### src/rtl/mem_bus_arbiter.sv
// ----------------------------------------------------------------------------
// mem_bus_arbiter
//
// Shares one single-ported memory between the CPU and a loader/DMA engine.
// Each access is a fixed-length transaction:
//   IDLE   -> pick an eligible requester (round-robin when both are eligible)
//   ACCESS -> memory selected for WAIT_STATES+1 cycles from latched registers
//   DONE   -> one-cycle completion pulse to the granted port, then IDLE
// A per-port "served" flag blocks a request that is still held after its
// completion pulse. The flag clears once that request has been seen low.
//
// Ports
//   clk            system clock, rising edge
//   ExternalReset  asynchronous reset, active low
//   ReadMem        CPU read request (level, held until MemDataready)
//   WriteMem       CPU write request (level, wins over ReadMem)
//   Addressbus     CPU address
//   cpu_wdata      CPU write data
//   Databus        CPU read data, holds until the next CPU read
//   MemDataready   CPU completion pulse
//   dma_req        DMA request (level, held until dma_ack)
//   dma_we         DMA direction, 1 = write
//   dma_addr       DMA address
//   dma_wdata      DMA write data
//   dma_rdata      DMA read data, holds until the next DMA read
//   dma_ack        DMA completion pulse
//   mem_cs         memory select
//   mem_we         memory write strobe
//   mem_addr       memory address (latched at grant)
//   mem_wdata      memory write data (latched at grant)
//   mem_rdata      memory read data
//   grant_dma      current or most recent owner, 0 = CPU, 1 = DMA
// ----------------------------------------------------------------------------
module mem_bus_arbiter #(
    parameter int WAIT_STATES = 2,
    parameter int AW          = 16,
    parameter int DW          = 16
) (
    input  logic          clk,
    input  logic          ExternalReset,
    input  logic          ReadMem,
    input  logic          WriteMem,
    input  logic [AW-1:0] Addressbus,
    input  logic [DW-1:0] cpu_wdata,
    output logic [DW-1:0] Databus,
    output logic          MemDataready,
    input  logic          dma_req,
    input  logic          dma_we,
    input  logic [AW-1:0] dma_addr,
    input  logic [DW-1:0] dma_wdata,
    output logic [DW-1:0] dma_rdata,
    output logic          dma_ack,
    output logic          mem_cs,
    output logic          mem_we,
    output logic [AW-1:0] mem_addr,
    output logic [DW-1:0] mem_wdata,
    input  logic [DW-1:0] mem_rdata,
    output logic          grant_dma
);

    localparam logic [3:0] WAIT_LOAD = 4'(WAIT_STATES);

    typedef enum logic [1:0] {
        IDLE   = 2'd0,
        ACCESS = 2'd1,
        DONE   = 2'd2
    } state_t;

    state_t     state;
    state_t     state_next;
    logic [3:0] wait_cnt;
    logic       served_cpu;
    logic       served_dma;
    logic       write_op;

    logic       cpu_req;
    logic       cpu_elig;
    logic       dma_elig;
    logic       pick_dma;
    logic       pick_we;
    logic       start;
    logic       last_access;

    // ------------------------------------------------------------------
    // Arbitration terms
    // ------------------------------------------------------------------
    assign cpu_req  = ReadMem | WriteMem;
    assign cpu_elig = cpu_req & ~served_cpu;
    assign dma_elig = dma_req & ~served_dma;

    // DMA wins when it is the only eligible port, or when both are eligible
    // and the CPU held the bus last (grant_dma == 0).
    assign pick_dma = dma_elig & (~cpu_elig | ~grant_dma);
    assign pick_we  = pick_dma ? dma_we : WriteMem;

    assign last_access = (state == ACCESS) && (wait_cnt == 4'd0);

    // ------------------------------------------------------------------
    // Next-state logic
    // ------------------------------------------------------------------
    always_comb begin
        state_next = state;
        start      = 1'b0;
        case (state)
            IDLE: begin
                if (cpu_elig || dma_elig) begin
                    state_next = ACCESS;
                    start      = 1'b1;
                end
            end
            ACCESS: begin
                if (wait_cnt == 4'd0) begin
                    state_next = DONE;
                end
            end
            DONE: begin
                state_next = IDLE;
            end
            default: begin
                state_next = IDLE;
            end
        endcase
    end

    always_ff @(posedge clk or negedge ExternalReset) begin
        if (!ExternalReset) begin
            state <= IDLE;
        end else begin
            state <= state_next;
        end
    end

    // ------------------------------------------------------------------
    // Wait-state down-counter: loaded at grant, ACCESS ends when it is 0
    // ------------------------------------------------------------------
    always_ff @(posedge clk or negedge ExternalReset) begin
        if (!ExternalReset) begin
            wait_cnt <= 4'd0;
        end else if (start) begin
            wait_cnt <= WAIT_LOAD;
        end else if ((state == ACCESS) && (wait_cnt != 4'd0)) begin
            wait_cnt <= wait_cnt - 4'd1;
        end
    end

    // ------------------------------------------------------------------
    // Grant and transaction latches. Reset leaves grant_dma at 1 so the
    // first tie after reset goes to the CPU.
    // ------------------------------------------------------------------
    always_ff @(posedge clk or negedge ExternalReset) begin
        if (!ExternalReset) begin
            grant_dma <= 1'b1;
            write_op  <= 1'b0;
            mem_addr  <= '0;
            mem_wdata <= '0;
        end else if (start) begin
            grant_dma <= pick_dma;
            write_op  <= pick_we;
            mem_addr  <= pick_dma ? dma_addr  : Addressbus;
            mem_wdata <= pick_dma ? dma_wdata : cpu_wdata;
        end
    end

    // ------------------------------------------------------------------
    // Registered strobes, derived from the next state so they line up
    // exactly with the ACCESS and DONE windows.
    // ------------------------------------------------------------------
    always_ff @(posedge clk or negedge ExternalReset) begin
        if (!ExternalReset) begin
            mem_cs       <= 1'b0;
            mem_we       <= 1'b0;
            MemDataready <= 1'b0;
            dma_ack      <= 1'b0;
        end else begin
            mem_cs       <= (state_next == ACCESS);
            // At the grant edge the latched direction is not yet valid,
            // so use the direction being latched.
            mem_we       <= (state_next == ACCESS) && (start ? pick_we : write_op);
            MemDataready <= (state_next == DONE) && !grant_dma;
            dma_ack      <= (state_next == DONE) &&  grant_dma;
        end
    end

    // ------------------------------------------------------------------
    // Read-data capture on the final ACCESS edge
    // ------------------------------------------------------------------
    always_ff @(posedge clk or negedge ExternalReset) begin
        if (!ExternalReset) begin
            Databus   <= '0;
            dma_rdata <= '0;
        end else if (last_access && !write_op) begin
            if (grant_dma) begin
                dma_rdata <= mem_rdata;
            end else begin
                Databus <= mem_rdata;
            end
        end
    end

    // ------------------------------------------------------------------
    // Served flags: set on entering DONE, cleared whenever the request is
    // seen low. Setting takes priority since the request is still high then.
    // ------------------------------------------------------------------
    always_ff @(posedge clk or negedge ExternalReset) begin
        if (!ExternalReset) begin
            served_cpu <= 1'b0;
            served_dma <= 1'b0;
        end else begin
            if (last_access && !grant_dma) begin
                served_cpu <= 1'b1;
            end else if (!cpu_req) begin
                served_cpu <= 1'b0;
            end
            if (last_access && grant_dma) begin
                served_dma <= 1'b1;
            end else if (!dma_req) begin
                served_dma <= 1'b0;
            end
        end
    end

endmodule

### config.mk
export PLATFORM = sky130hd
export DESIGN_NAME = mem_bus_arbiter
export DESIGN_NICKNAME = d
export VERILOG_FILES = /design/src/rtl/mem_bus_arbiter.sv
export SDC_FILE = /design/constraint.sdc
export NUM_CORES = 1
export LEC_CHECK = 0
export BUFFER_PORTS_ARGS = -buffer_cell sky130_fd_sc_hd__buf_4
export CAP_MARGIN = 20
export CORE_MARGIN = 2
export CORE_UTILIZATION = 42
export CTS_BUF_LIST = sky130_fd_sc_hd__clkbuf_4 sky130_fd_sc_hd__clkbuf_8 sky130_fd_sc_hd__clkbuf_16
export CTS_CLUSTER_SIZE = 14
export DETAILED_ROUTE_END_ITERATION = 10
export PLACE_DENSITY = 0.76
export SLEW_MARGIN = 15
export SYNTH_ARGS = -nofsm -noshare
export SYNTH_HDL_FRONTEND = slang
export SYNTH_SLANG_ARGS = --single-unit
### constraint.sdc
create_clock -name clk -period 1.85 [get_ports clk]
set_clock_uncertainty 0.1 [all_clocks]
set_input_delay 0.2775 -clock clk [delete_from_list [all_inputs] [get_ports clk]]
set_output_delay 0.2775 -clock clk [all_outputs]
set_load 0.01 [all_outputs]
=== Word-level counts from Yosys, hierarchy flattened ===
Index checks and enable logic that the tools add are counted.

* Bits in registers: 78
* Input bits: 86
* Output and inout bits: 69

* $add $sub $neg: 1
* Eq/ne operators: 5
* Mux-type cells: 15
* Bitwise gates (word level): 9
* Reduce and logical (&&, ||, !) cells: 17

{| class="wikitable"
|+ Operator list
! kind !! number
|-
| $mux W16 || 2
|-
| $logic_and A1 B1 Y1 || 8
|-
| $mux W1 || 8
|-
| $mux W4 || 2
|-
| $eq A2 B1 Y1 const B || 2
|-
| $logic_not A4 Y1 || 1
|-
| $mux W2 || 2
|-
| $ne A2 B1 Y1 const B || 2
|-
| $not A1 Y1 || 4
|-
| $pmux W2 S2 || 1
|-
| $reduce_and A2 Y1 || 2
|-
| $reduce_bool A4 Y1 || 1
|-
| $sub A4 B1 Y4 const B || 1
|-
| $and A1 B1 Y1 || 3
|-
| $eq A2 B2 Y1 const B || 1
|-
| $logic_not A1 Y1 || 2
|-
| $logic_not A2 Y1 || 1
|-
| $or A1 B1 Y1 || 2
|-
| $reduce_bool A2 Y1 || 1
|-
| $logic_or A1 B1 Y1 || 1
|}

=== Longest topological paths before layout ===
Gate-level depths: netlist of run 1.

* Depth after elaboration: 8
* Depth in mapped cells: 7

=== Worst setup path before layout of run 1 ===
OpenSTA, ideal clock, no wires.

* Path kind: register to register
* From: reg wait_cnt[0]
* To: reg Databus[10]
* Setup time: 0.125 ns
* Arrival: 1.533 ns
* Required time: 1.625 ns
* Setup slack: 0.092 ns
* Stages on the path, launching flop included: 7
* Buffers on the path: 1
* Cells stage by stage: dfrtp_1 inv_1 ha_1 nand3_2 nor3_4 buf_8 mux2_4

* Word-level cells in the longest chain between the ends: 4

{| class="wikitable"
|+ RTL lines
! item !! RTL line !! text
|-
| from (decl) || 71 || <nowiki>logic [3:0] wait_cnt;</nowiki>
|-
| from (signal assigned) || 142 || <nowiki>wait_cnt <= wait_cnt - 4'd1;</nowiki>
|-
| $logic_not A4 Y1 || 96 || <nowiki>assign last_access = (state == ACCESS) && (wait_cnt == 4'd0);</nowiki>
|-
| $logic_and A1 B1 Y1 || 96 ||
|-
| $logic_and A1 B1 Y1 || 191 || <nowiki>end else if (last_access && !write_op) begin</nowiki>
|-
| $reduce_and A2 Y1 (no source line) || - ||
|-
| to (signal assigned) || 195 || <nowiki>Databus <= mem_rdata;</nowiki>
|-
| to (decl) || 45 || <nowiki>output logic [DW-1:0] Databus,</nowiki>
|}

Every way passes these cells.
A chain may end at the register's enable or synchronous reset.

=== Worst setup path in the final report of run 1 ===
* From: reg wait_cnt[1]
* To: reg Databus[14]

The elaborated chain is that of the path after synthesis.

==> summary by stage, run 1 <==
Power
Cell internal power was estimated by the tool at 5.721 mW. The switching power is 2.846 mW. Net switching is 33.22% of the power.

Summed over all cells, the static leakage comes to 2.547 nW. The sequential power share is 35.9%. Of the total power, the clock network draws 19.3%. Combinational logic is responsible for 44.7% of the overall power.

The power per unit of standard cell area is 1711 mW/mm2. The maximum vdd ir drop is 632.8 uV.

CTS
The clock insertion delay at the later pin of the skew report is 0.34 ns. The clock edge transition at the registers on the reported setup and hold paths is 0.08 ns. TritonCTS built the clock tree.

No sink is reached through more buffers than the 2 on the longest clock path. The clock sink total is 78. The CTS root buffer is clkbuf_8. The number of H-tree levels is 3. Clock tree synthesis inserted a total of 9 buffers.

Floorplanning
Once the floorplan was initialized, standard cells occupied 43.70% of the core. The floorplan step defined a core boundary enclosing 0.007807 mm2. The die area is 0.008860 mm2. The count of standard-cell rows is 32. In this run the count of I/O pins placed on the die edge is 155. The floorplan step set the die width to 94.13 um. The die extent in y is 94.13 um.

Timing
The number of max-slew violations in the final report was 0. Dividing the final minimum period by the clock period gives 96.71%. The achievable frequency is 558.9 MHz. The remaining max-slew budget at the tightest pin is 67.78%. The worst path meets setup with 0.06087 ns of slack.

Setup repair after global routing left no endpoint under its margin. For the pin with the worst max-slew slack, the measured transition is 0.4834 ns. Setup total negative slack on the finished layout was measured at 0 ns. The routed design could run at a clock period as short as 1.789 ns. The final setup violation count is 0. The hold violation count in the final report is 0.

Yosys
The largest area contributor in the synthesized netlist is dfrtp_1. In the synthesized netlist the dominant register cell turns out to be dfrtp_1. The adder and majority gate portion of the synthesized area is 0.7334%.

The post-synthesis instance area is 0.003412 mm2. The count of yosys warnings during synthesis is 0. After synthesis the netlist holds a flip-flop and latch count of 78. The compound-gate portion of the synthesized area is 6.344%. By area the synthesized netlist is led by dfrtp_1 56%, mux2i_1 9.7%, mux2_4 8.8%, o21ai_0 4.4%, mux2_2 4.3%.

The share of the synthesized netlist area taken by xor and xnor gates is 0.7701%. The unique cell type count in the Yosys netlist is 34. Yosys mapped a number of flops with a built-in enable equal to 0. The synthesized instance count is 264. The area fraction in and, or, nand and nor cells after synthesis is 7.957%.

The dominant combinational cell family by area after synthesis is multiplexers. A synthesized cell averages 12.92 um2. Sequential elements use 57.24% of the synthesized area.

Of the post-synthesis cell area, the part taken by muxes is 22.77%. The share of Yosys cell area claimed by the top area cell type is 56.47%. Synthesis produced a netlist with a net count of 352. The fraction of registers with async set or reset after synthesis is 100.0%.

Routing
The number of iterations in the first detailed-routing pass is 4. Summed over all layers, the routed wires come to 7876 um. The number of vias per cell after detailed routing is 4.740. Summing over every cut layer, the via total after detailed routing is 2517.

The remaining routing DRC violations is 0. The remaining antenna violation count after routing is 0. The first routing iteration left 73 violations. The average wire length per cell after detail routing is 14.83 um.

Cells and area
Excluding fillers, the count of instances in the completed layout stands at 531. The count of inserted antenna diode cells is 0. The final layout net count is 512.

The fraction of layout cells with a size suffix above 1 is 51.98%. Leaving out fill and tap cells, the most frequent cells in the layout are 158 x buf_4, 77 x dfrtp_1, 39 x nand2_1. Counting the fill cells in the layout gives 638. Leaving out fill and tap cells, the most frequent cell in the layout is buf_4. Relative to the synthesized area, the layout overhead comes to 46.72%.

Setup path
Walking the worst path, the cells encountered are inv_1, ha_4, nand3_4, nor3_4, clkbuf_16, mux2_4. The worst path arrival time is 1.91 ns. The critical path's largest stage delay is 0.40 ns. The worst setup path category is reg2reg. The maximum fanout along the worst path is 8. The endpoint kind of the worst setup timing path is a flop. At the worst endpoint, the required time is 1.97 ns. The type of origin of the critical path is a flop. For this design, the slowest cell found on the critical path is dfrtp_1.

GRT
The initial antenna violation count came to 0. Entering global routing, the biggest net connects 58 pins. The first-pass GRT wire length is 12240 um. The overall track demand over capacity in global routing is 17.96%. The number of global-route vias before repair is 2542. For this run the aggregate overflow at the end of global routing stands at 0.

Run
The number of max-cap violations is 0.

Run status
The flow ran to the end, and the final reports show no timing, DRC or antenna violations.

Placement
The final RePlAce weighted congestion is 0.7992. The number of placed instances, taps included, is 513. The worst-case setup slack after placement is 0.07089 ns. The half-perimeter wire length after detailed placement is 5892 um. The number of port buffers is 154.

Worst hold path
The min-delay analysis places its worst path in the category in2reg.
cell usage after synthesis (2+ instances only):
library cell,instances
buf_2,2
xnor2_1,3
clkbuf_1,6
mux2_2,13
buf_6,4
inv_1,6
dfrtp_1,77
mux2_4,20
nand3_1,2
nand2_1,39
o21ai_1,5
and2_1,3
o21ai_0,30
ha_1,2
mux2i_1,33
through the flow:
stage | total power [mW] | util [%] | hold slack (ns) | area (um2)
finish | 8.568 | 64.12 | 0.07458 | 5006
detailed placement | 6.921 | 60.02 | 0.1768 | 4686
global route | 9.172 | 64.12 | 0.05210 | 5006
global placement | 6.770 | 60.02 | 0.1617 | 4686
CTS | 8.596 | 63.54 | 0.05388 | 4961
floorplan | 5.153 | - | -0.1181 | 3412
power groups by stage:
stage / sequential, mW / combinational [mW] / clock (mW)
after floorplan: 3.35 / 1.80 / 0
after global placement: 3.06 / 3.71 / 0
after detailed placement: 3.09 / 3.83 / 0
after CTS: 3.08 / 3.83 / 1.69
after global routing: 3.18 / 4.20 / 1.79
final: 3.08 / 3.83 / 1.66
cell type report:
cell class	count	area (um2)	area share, %
Sequential cell	78	1953	39.02
Multi-Input combinational cell	165	1336	26.69
Timing Repair Buffer	164	1301	25.99
Clock inverter	6	133.9	2.674
Clock buffer	10	131.4	2.624
Tap cell	102	127.6	2.549
Inverter	6	22.52	0.4499
final timing paths:
path                               start             to  slack [ns]  cells past startpoint
max                          wait_cnt[1]    Databus[14]        0.06                      6
min                              dma_req     served_dma        0.07                      3
min in group asynchronous  ExternalReset   mem_wdata[3]        0.35                      2
max reg2reg                  wait_cnt[1]    Databus[14]        0.06                      6
min reg2reg                  mem_addr[1]    mem_addr[1]        0.39                      2
max in group asynchronous  ExternalReset  mem_wdata[12]        0.77                      3
routing by layer:
layer | part of all wire, % | GRT usage [%] | vias up | wire (um)
met5 | 0 | 0 | - | 0
met4 | 0.80 | 5.072 | 0 | 63
met3 | 10 | 6.982 | 8 | 809
met2 | 47 | 28.15 | 119 | 3690
met1 | 42 | 23.18 | 1164 | 3313
li1 | - | - | 1226 | -
cells by family (layout without fill, tap and decap cells):
group | count (synthesis) | count (layout)
AO/OA/AOI/OAI | 40 | 40
XOR/XNOR | 3 | 3
adder cells (fa/ha/maj) | 2 | 2
buffers and inverters | 21 | 186
flip-flops | 78 | 78
multiplexers | 66 | 66
AND/OR/NAND/NOR | 54 | 54
timing repair:
| action | CTS | global route |
|---|---|---|
| resized for setup | 0 | 4 |
| setup endpoints to repair | 0 | 7 |
| hold buffers | 1 | 0 |
| setup buffers | 0 | 0 |
| hold endpoints to repair | 32 | 0 |
state kept, by name, indices dropped and copies added (netlist names), 2 cells and up:
register	cells
Databus	16
dma_rdata	16
mem_addr	16
mem_wdata	16
wait_cnt	4
state	2
critical path, delay by kind of cell, from the launching register on:
kind                     cells  cell delay, ns
flip-flops                   1            0.40
multiplexers                 1            0.30
adder cells (fa/ha/maj)      1            0.16
buffers and inverters        2            0.34
AND/OR/NAND/NOR              2            0.36
Note: power is estimated with default switching activity, not from simulation.
==> run 2, diff against run 1 <==
Settings changed: BUFFER_PORTS_ARGS -buffer_cell sky130_fd_sc_hd__buf_4 to unset, CORE_UTILIZATION 42 to 56, DONT_BUFFER_PORTS set to 1, PLACE_DENSITY 0.76 to 0.74, REMOVE_ABC_BUFFERS set to 1.
==> run 2 against run 1 <==
  * The flow now finishes with violations (hold timing)
  * Clock power decreased by 8%
  * First-iteration DRC count grew 27%
  * Flip-flop and latch count did not move
  * Critical path depth unchanged
  * Global-route usage grew 1.9 points
  * Combinational power decreased by 45%
  * Critical path type unchanged
  * Largest power group is now sequential cells
  * Highest routed layer unchanged
==> summary by stage, run 2 (synthesis gave the netlist of run 1 again) <==
Run status
The flow ran to the end, but the final reports show violations. The final reports fail on hold timing.

Placement
The half-perimeter wire length after detailed placement is 4424 um. The final RePlAce weighted congestion is 0.7942. In this run the tool buffered the top-level ports with 0 buffer cells.

Cells and area
The synthesis-to-finish area growth is 13.79%. 0 antenna diodes ended up in the layout. The final layout net count is 370. The fraction of layout cells with a size suffix above 1 is 22.65%. The number of fillers in the final layout is 414. In the final layout, the multi-input gates occupy 0.001321 mm2. In the layout the commonest cells are 77 x dfrtp_1, 38 x nand2_1, 33 x mux2i_1. The combined flip-flop and latch cell area is 0.001953 mm2. At the end of the flow the core is filled with cells to 65.57%. Leaving out fill and tap cells, the most frequent cell in the layout is dfrtp_1.

CTS
The clock insertion delay at the later pin of the skew report is 0.34 ns. The clock sink total is 78. The number of H-tree levels is 3. The number of buffers created by CTS is 9.

The cts-stage hold buffer count is 17. After clock tree synthesis, the clock-pin slew on the worst setup and hold paths is 0.08 ns. The maximum clock path buffer count is 2.

The CTS root buffer is clkbuf_8. The number of buffers added for setup after CTS is 0. TritonCTS built the clock tree.

Setup path
The worst path arrival time is 1.89 ns. The slowest stage of the critical path belongs to the cell dfrtp_1. The count of buffer and inverter cells on the critical path is 2. The maximum fanout along the worst path is 16. STA classifies the critical path endpoint as a flop. The worst setup path is launched from a flop.

Among cell families on the critical path, the largest total delay comes from flip-flops. The data required time of the worst path is 1.98 ns. The largest single stage delay on the critical path is 0.41 ns. The critical path is of the reg2reg type. The signal on the critical path passes through inv_1, ha_2, nand3_2, nor3_4, buf_12, mux2_2.

Routing
The number of iterations in the first detailed-routing pass is 4. In this run the remaining antenna-violating nets after routing total 0. The number of vias per cell after detailed routing is 5.602. For this block, the initial DRC count from the detailed router was 93. After detailed routing, the number of remaining DRC violations is 0. The total length of routed wires is 6696 um. The average wire length per cell after detail routing is 18.50 um. The detailed-route via count is 2028.

Timing
Setup repair after global routing left no endpoint under its margin. In the finished design, the share of the clock period the worst path needs comes to 95.12%. The hold violation count in the final report was 78. The final critical path time including I/O delays and setup is 1.760 ns. The remaining max-slew budget at the tightest pin is 79.71%. The slew at the pin with the worst max-slew slack is 0.3041 ns. The final setup violation count is 0.

Hold timing on the final database bottoms out at a slack of -0.4755 ns. Timing would allow up to 568.3 MHz. The number of max-slew violations in the final report came to 0.

Floorplanning
Once the floorplan was initialized, standard cells occupied 57.63% of the core. The die area is 0.006733 mm2. 155 I/O pins were placed.

The die is 82.06 um tall. The total area inside the core boundary comes to 0.005921 mm2. The die width is 82.06 um.

After floorplanning, the core was divided into 28 placement rows.

Worst hold path
The type of the worst min-delay path is in2async.

GRT
The number of global-route vias before repair is 2054. The total overflow reported by the global router is 0. The largest net degree at the start of global routing is 79. The overall track demand over capacity in global routing is 19.86%.

The first global-routing pass estimated 9722 um of wire. The initial antenna violation count came to 0.

Power
The maximum vdd ir drop is 900.9 uV. The power per unit of standard cell area is 1848 mW/mm2. The static leakage is 1.825 nW.

Run
The number of max-cap violations is 0.
[run 2: changes by cell type in the layout (fill, tap and decap cells not counted), sizes merged]
| cell | change |
|---|---|
| buf | -157 |
| clkinv | +1 |
| clkbuf | -1 |
| dlygate4sd3 | +16 |
| bufinv | -1 |
[run 2: metrics by stage]
step / setup slack [ns] / cells / power (mW) / TNS (ns) / instance area, um2
2_1_floorplan: -0.1236 / 249 / 5.011 / -3.222 / 3292
3_3_place_gp: 0.1483 / 329 / 5.530 / 0 / 3461
3_5_place_dp: 0.07383 / 329 / 5.645 / 0 / 3461
4_1_cts: 0.05587 / 362 / 7.219 / 0 / 3877
5_1_grt: 0.01650 / 362 / 7.675 / 0 / 3882
6_report: 0.09037 / 362 / 7.176 / 0 / 3882
[run 2: repair_timing]
action                                 4_1_cts  5_1_grt
setup endpoints to repair                    0        6
resized for setup                            0        2
endpoints found under the hold margin      111       78
[run 2: routing by layer]
layer,vias up,part of all wire [%],GRT usage (%),wire (um)
li1,940,-,-,-
met3,10,10,8.022,693
met5,-,0,0,0
met2,122,50,34.55,3331
met4,0,1.6,8.500,109
met1,956,38,21.24,2562
[run 2: power by group]
part | total (mW) | switching (mW) | leakage [nW] | internal, mW
combinational | 2.12 | 0.988 | 0.748 | 1.14
sequential | 3.53 | 0.976 | 0.951 | 2.55
clock | 1.53 | 0.596 | 0.126 | 0.930
[run 2: path summary, 6_finish.rpt]
path | start | end | slack, ns | cells past startpoint
min in group clk | cpu_wdata[8] | mem_wdata[8] | 0.02 | 2
hold reg to reg | served_dma | served_dma | 0.38 | 2
setup reg to reg | wait_cnt[0] | Databus[5] | 0.09 | 6
max in group asynchronous | ExternalReset | grant_dma | 1.94 | 0
hold / removal | ExternalReset | dma_rdata[7] | -0.48 | 0
setup / recovery | wait_cnt[0] | Databus[5] | 0.09 | 6
[run 2: area by class of cell]
class	instances	share of cell area, %
multi-input combinational	165	34.03
sequential	78	50.31
timing repair buffer	22	6.316
clock buffer	10	3.545
inverter	6	0.5801
clock inverter	6	2.804
tap	75	2.417
[run 2: worst register-to-register path, cell delays in order (launching register included)]
cell	delay [ns]
dfrtp_1	0.41
inv_1	0.09
ha_2	0.21
nand3_2	0.12
nor3_4	0.17
buf_12	0.19
mux2_2	0.35
==> run 3, diff against run 2 <==
Settings changed: CORE_MARGIN 2 to 4.
==> run 3 against run 2 <==
  * The flow still finishes with violations (hold timing)
  * Non-clock buffer count up 2
  * Hold slack better by 0.0071 ns
  * Fmax down 0.77%
  * Register-to-register slack about the same
  * Flip-flop and latch count unchanged
  * Worst setup slack worse by 0.014 ns
  * Routed wire length up 2.5%
  * Cell count up 0.55%
  * Via count down 0.69%
  * Critical path depth unchanged
  * Critical path type unchanged
  * Critical endpoint is now Databus[0]
  * Largest cell class unchanged
==> summary by stage, run 3 (synthesis gave the netlist of run 1 again) <==
CTS
The TritonCTS clock tree is yes. The clock sink total is 78. Clock tree synthesis inserted a total of 9 buffers. The CTS root buffer is clkbuf_8. Clock latency on the worst-skew pair, taken at its later pin, is 0.33 ns. The number of H-tree levels is 3. The clock passes through at most 2 buffers. Buffers inserted to repair hold after CTS numbered 19. After clock tree synthesis, the clock-pin slew on the worst setup and hold paths is 0.08 ns.

Routing
The detailed-route via count is 2014. The amount of wire on met2 after detailed routing is 3238 um. The total length of routed wires is 6861 um. Wire segments on met3 add up to 885 um in the final route.

Dividing the detail-routed wire length by the instance count gives 18.85 um. The count of nets left with antenna violations once routing finished came out at 0. After the first detailed-routing iteration, the DRC count stood at 91.

The number of vias per cell after detailed routing is 5.533. The number of iterations in the first detailed-routing pass is 4. After detailed routing, the number of remaining DRC violations is 0. The detailed router put a total of 2607 um of wire on met1. The top routing layer in use is met4.

Timing
The slew at the pin with the worst max-slew slack is 0.4274 ns. The portion of the clock cycle consumed by the worst path in the final layout is 95.85%. For this run, the top clock speed supported by timing is 563.9 MHz. The hold violation count in the final report came to 78. The final setup violation count is 0. In this run the tightest slew margin relative to its limit is 71.50%. Setup repair after global routing left no endpoint under its margin.

The number of max-slew violations in the final report is 0. The final critical path time including I/O delays and setup is 1.773 ns. The final hold slack is -0.4684 ns.

Placement
The final RePlAce weighted congestion is 0.8059. The half-perimeter wire length after detailed placement is 4764 um. The post-detailed-placement cell area is 0.003448 mm2.

The number of instances in the placed design is 329. The number of port buffers is 0.

GRT
The total overflow reported by the global router is 0. Entering global routing, the biggest net connects 79 pins. The initial antenna violation count is 0. The first-pass GRT wire length is 10570 um. Global routing used 18.71% of the available tracks across all layers.

The number of global-route vias before repair was 2057.

Setup path
The number of cells on the worst reg-to-reg path is 6. The type of origin of the critical path is a flop. Traced cell by cell, the critical path runs through inv_1, ha_1, nand3_2, nor3_4, buf_12, mux2_2. For this run, the slowest stage of the critical path takes 0.40 ns.

The worst setup path category is reg2reg. The worst register-to-register path ends at Databus[0]. The end point of the critical path is Databus[0]. The slowest cell on the critical path is dfrtp_1. The maximum fanout along the worst path is 16. At the worst endpoint, the arrival time is 1.89 ns. The reg-to-reg setup timing slack is 0.08 ns.

The startpoint of the most critical register-to-register path is wait_cnt[0]. STA puts the critical path data required time at 1.97 ns. STA classifies the critical path endpoint as a flop. The origin of the worst setup path is wait_cnt[0].

Floorplanning
The count of standard-cell rows is 28. The die width is 86.06 um. The floorplan step set the die height to 86.06 um.

The die area is 0.007405 mm2. For this design the top-level I/O count stands at 155. The initial utilization of the core area, before any placement, comes to 57.63%.

In this run the standard cell core region covers 0.005921 mm2.

Cells and area
The synthesis-to-finish area growth is 11.70%. The non-filler instance count after layout is 364. The finished cells cover 0.003811 mm2. Of the cells placed in the final design, the portion with a size suffix greater than 1 is 22.15%. At the end of the flow, the number of nets in the layout was 372. The library cell used most frequently in the layout, excluding fill and tap cells, is dfrtp_1. In the layout the commonest cells are 77 x dfrtp_1, 38 x nand2_1, 33 x mux2i_1.

The count of inserted antenna diode cells is 0.

Power
The analysis attributes to cell leakage a power of 1.787 nW. For this design the ratio of total power to cell area is 1756 mW/mm2. VDD sags by at most 883.5 uV.

Worst hold path
In this run the worst hold path is classified as in2async.

Run status
The run finished, with violations left. The final reports fail on hold timing.

Run
The number of max-cap violations is 0.
run 3: timing repair:
action	CTS	global route
gates resized for setup	0	1
setup endpoints to repair	0	1
hold endpoints to repair	112	78
setup buffers	0	0
run 3: final cells by class:
| class | count | area [um2] |
|---|---|---|
| Clock buffer | 10 | 131.4 |
| Inverter | 6 | 22.52 |
| Multi-Input combinational cell | 165 | 1319 |
| Clock inverter | 6 | 38.79 |
| Tap cell | 75 | 93.84 |
| Sequential cell | 78 | 1953 |
| Timing Repair Buffer | 24 | 252.7 |
| Fill cell | 437 | 2110 |
run 3: how the worst min path moves through the flow:
stage / start / to / slack (ns) / cells after the start
after CTS: ExternalReset / dma_rdata[12] / -0.49 / 0
after floorplan: ExternalReset / Databus[0] / -0.12 / 0
after detailed placement: ExternalReset / dma_rdata[10] / -0.12 / 0
after global placement: ExternalReset / dma_rdata[10] / -0.12 / 0
final: ExternalReset / dma_rdata[14] / -0.47 / 0
after global routing: ExternalReset / dma_rdata[10] / -0.50 / 0
run 3: through the flow:
step	worst slack [ns]	util [%]	hold WS [ns]	setup TNS [ns]	power (mW)
floorplan	-0.1236	-	-0.1181	-3.222	5.011
global placement	0.1445	58.24	-0.1165	0	5.506
detailed placement	0.09289	58.24	-0.1164	0	5.603
CTS	0.07275	64.33	-0.4915	0	6.748
global route	0.001867	64.37	-0.4969	0	7.156
finish	0.07673	64.37	-0.4684	0	6.691
run 3: critical path: cells and delay by family (launching register included):
kind          cells  cell delay (ns)
simple gates      2             0.30
buf+inv           2             0.28
flops             1             0.40
mux               1             0.35
fa+ha+maj         1             0.21
run 3: metal layers:
layer | vias to the layer above | GRT usage [%]
met2 | 130 | 30.34
met1 | 935 | 21.91
met3 | 11 | 7.109
li1 | 938 | -
met5 | - | 0
met4 | 0 | 8.777
run 3: power breakdown:
group / internal, mW / total [mW] / switching [mW]
Combinational: 1.11 / 2.06 / 0.958
Clock: 0.497 / 1.09 / 0.589
Sequential: 2.55 / 3.54 / 0.991
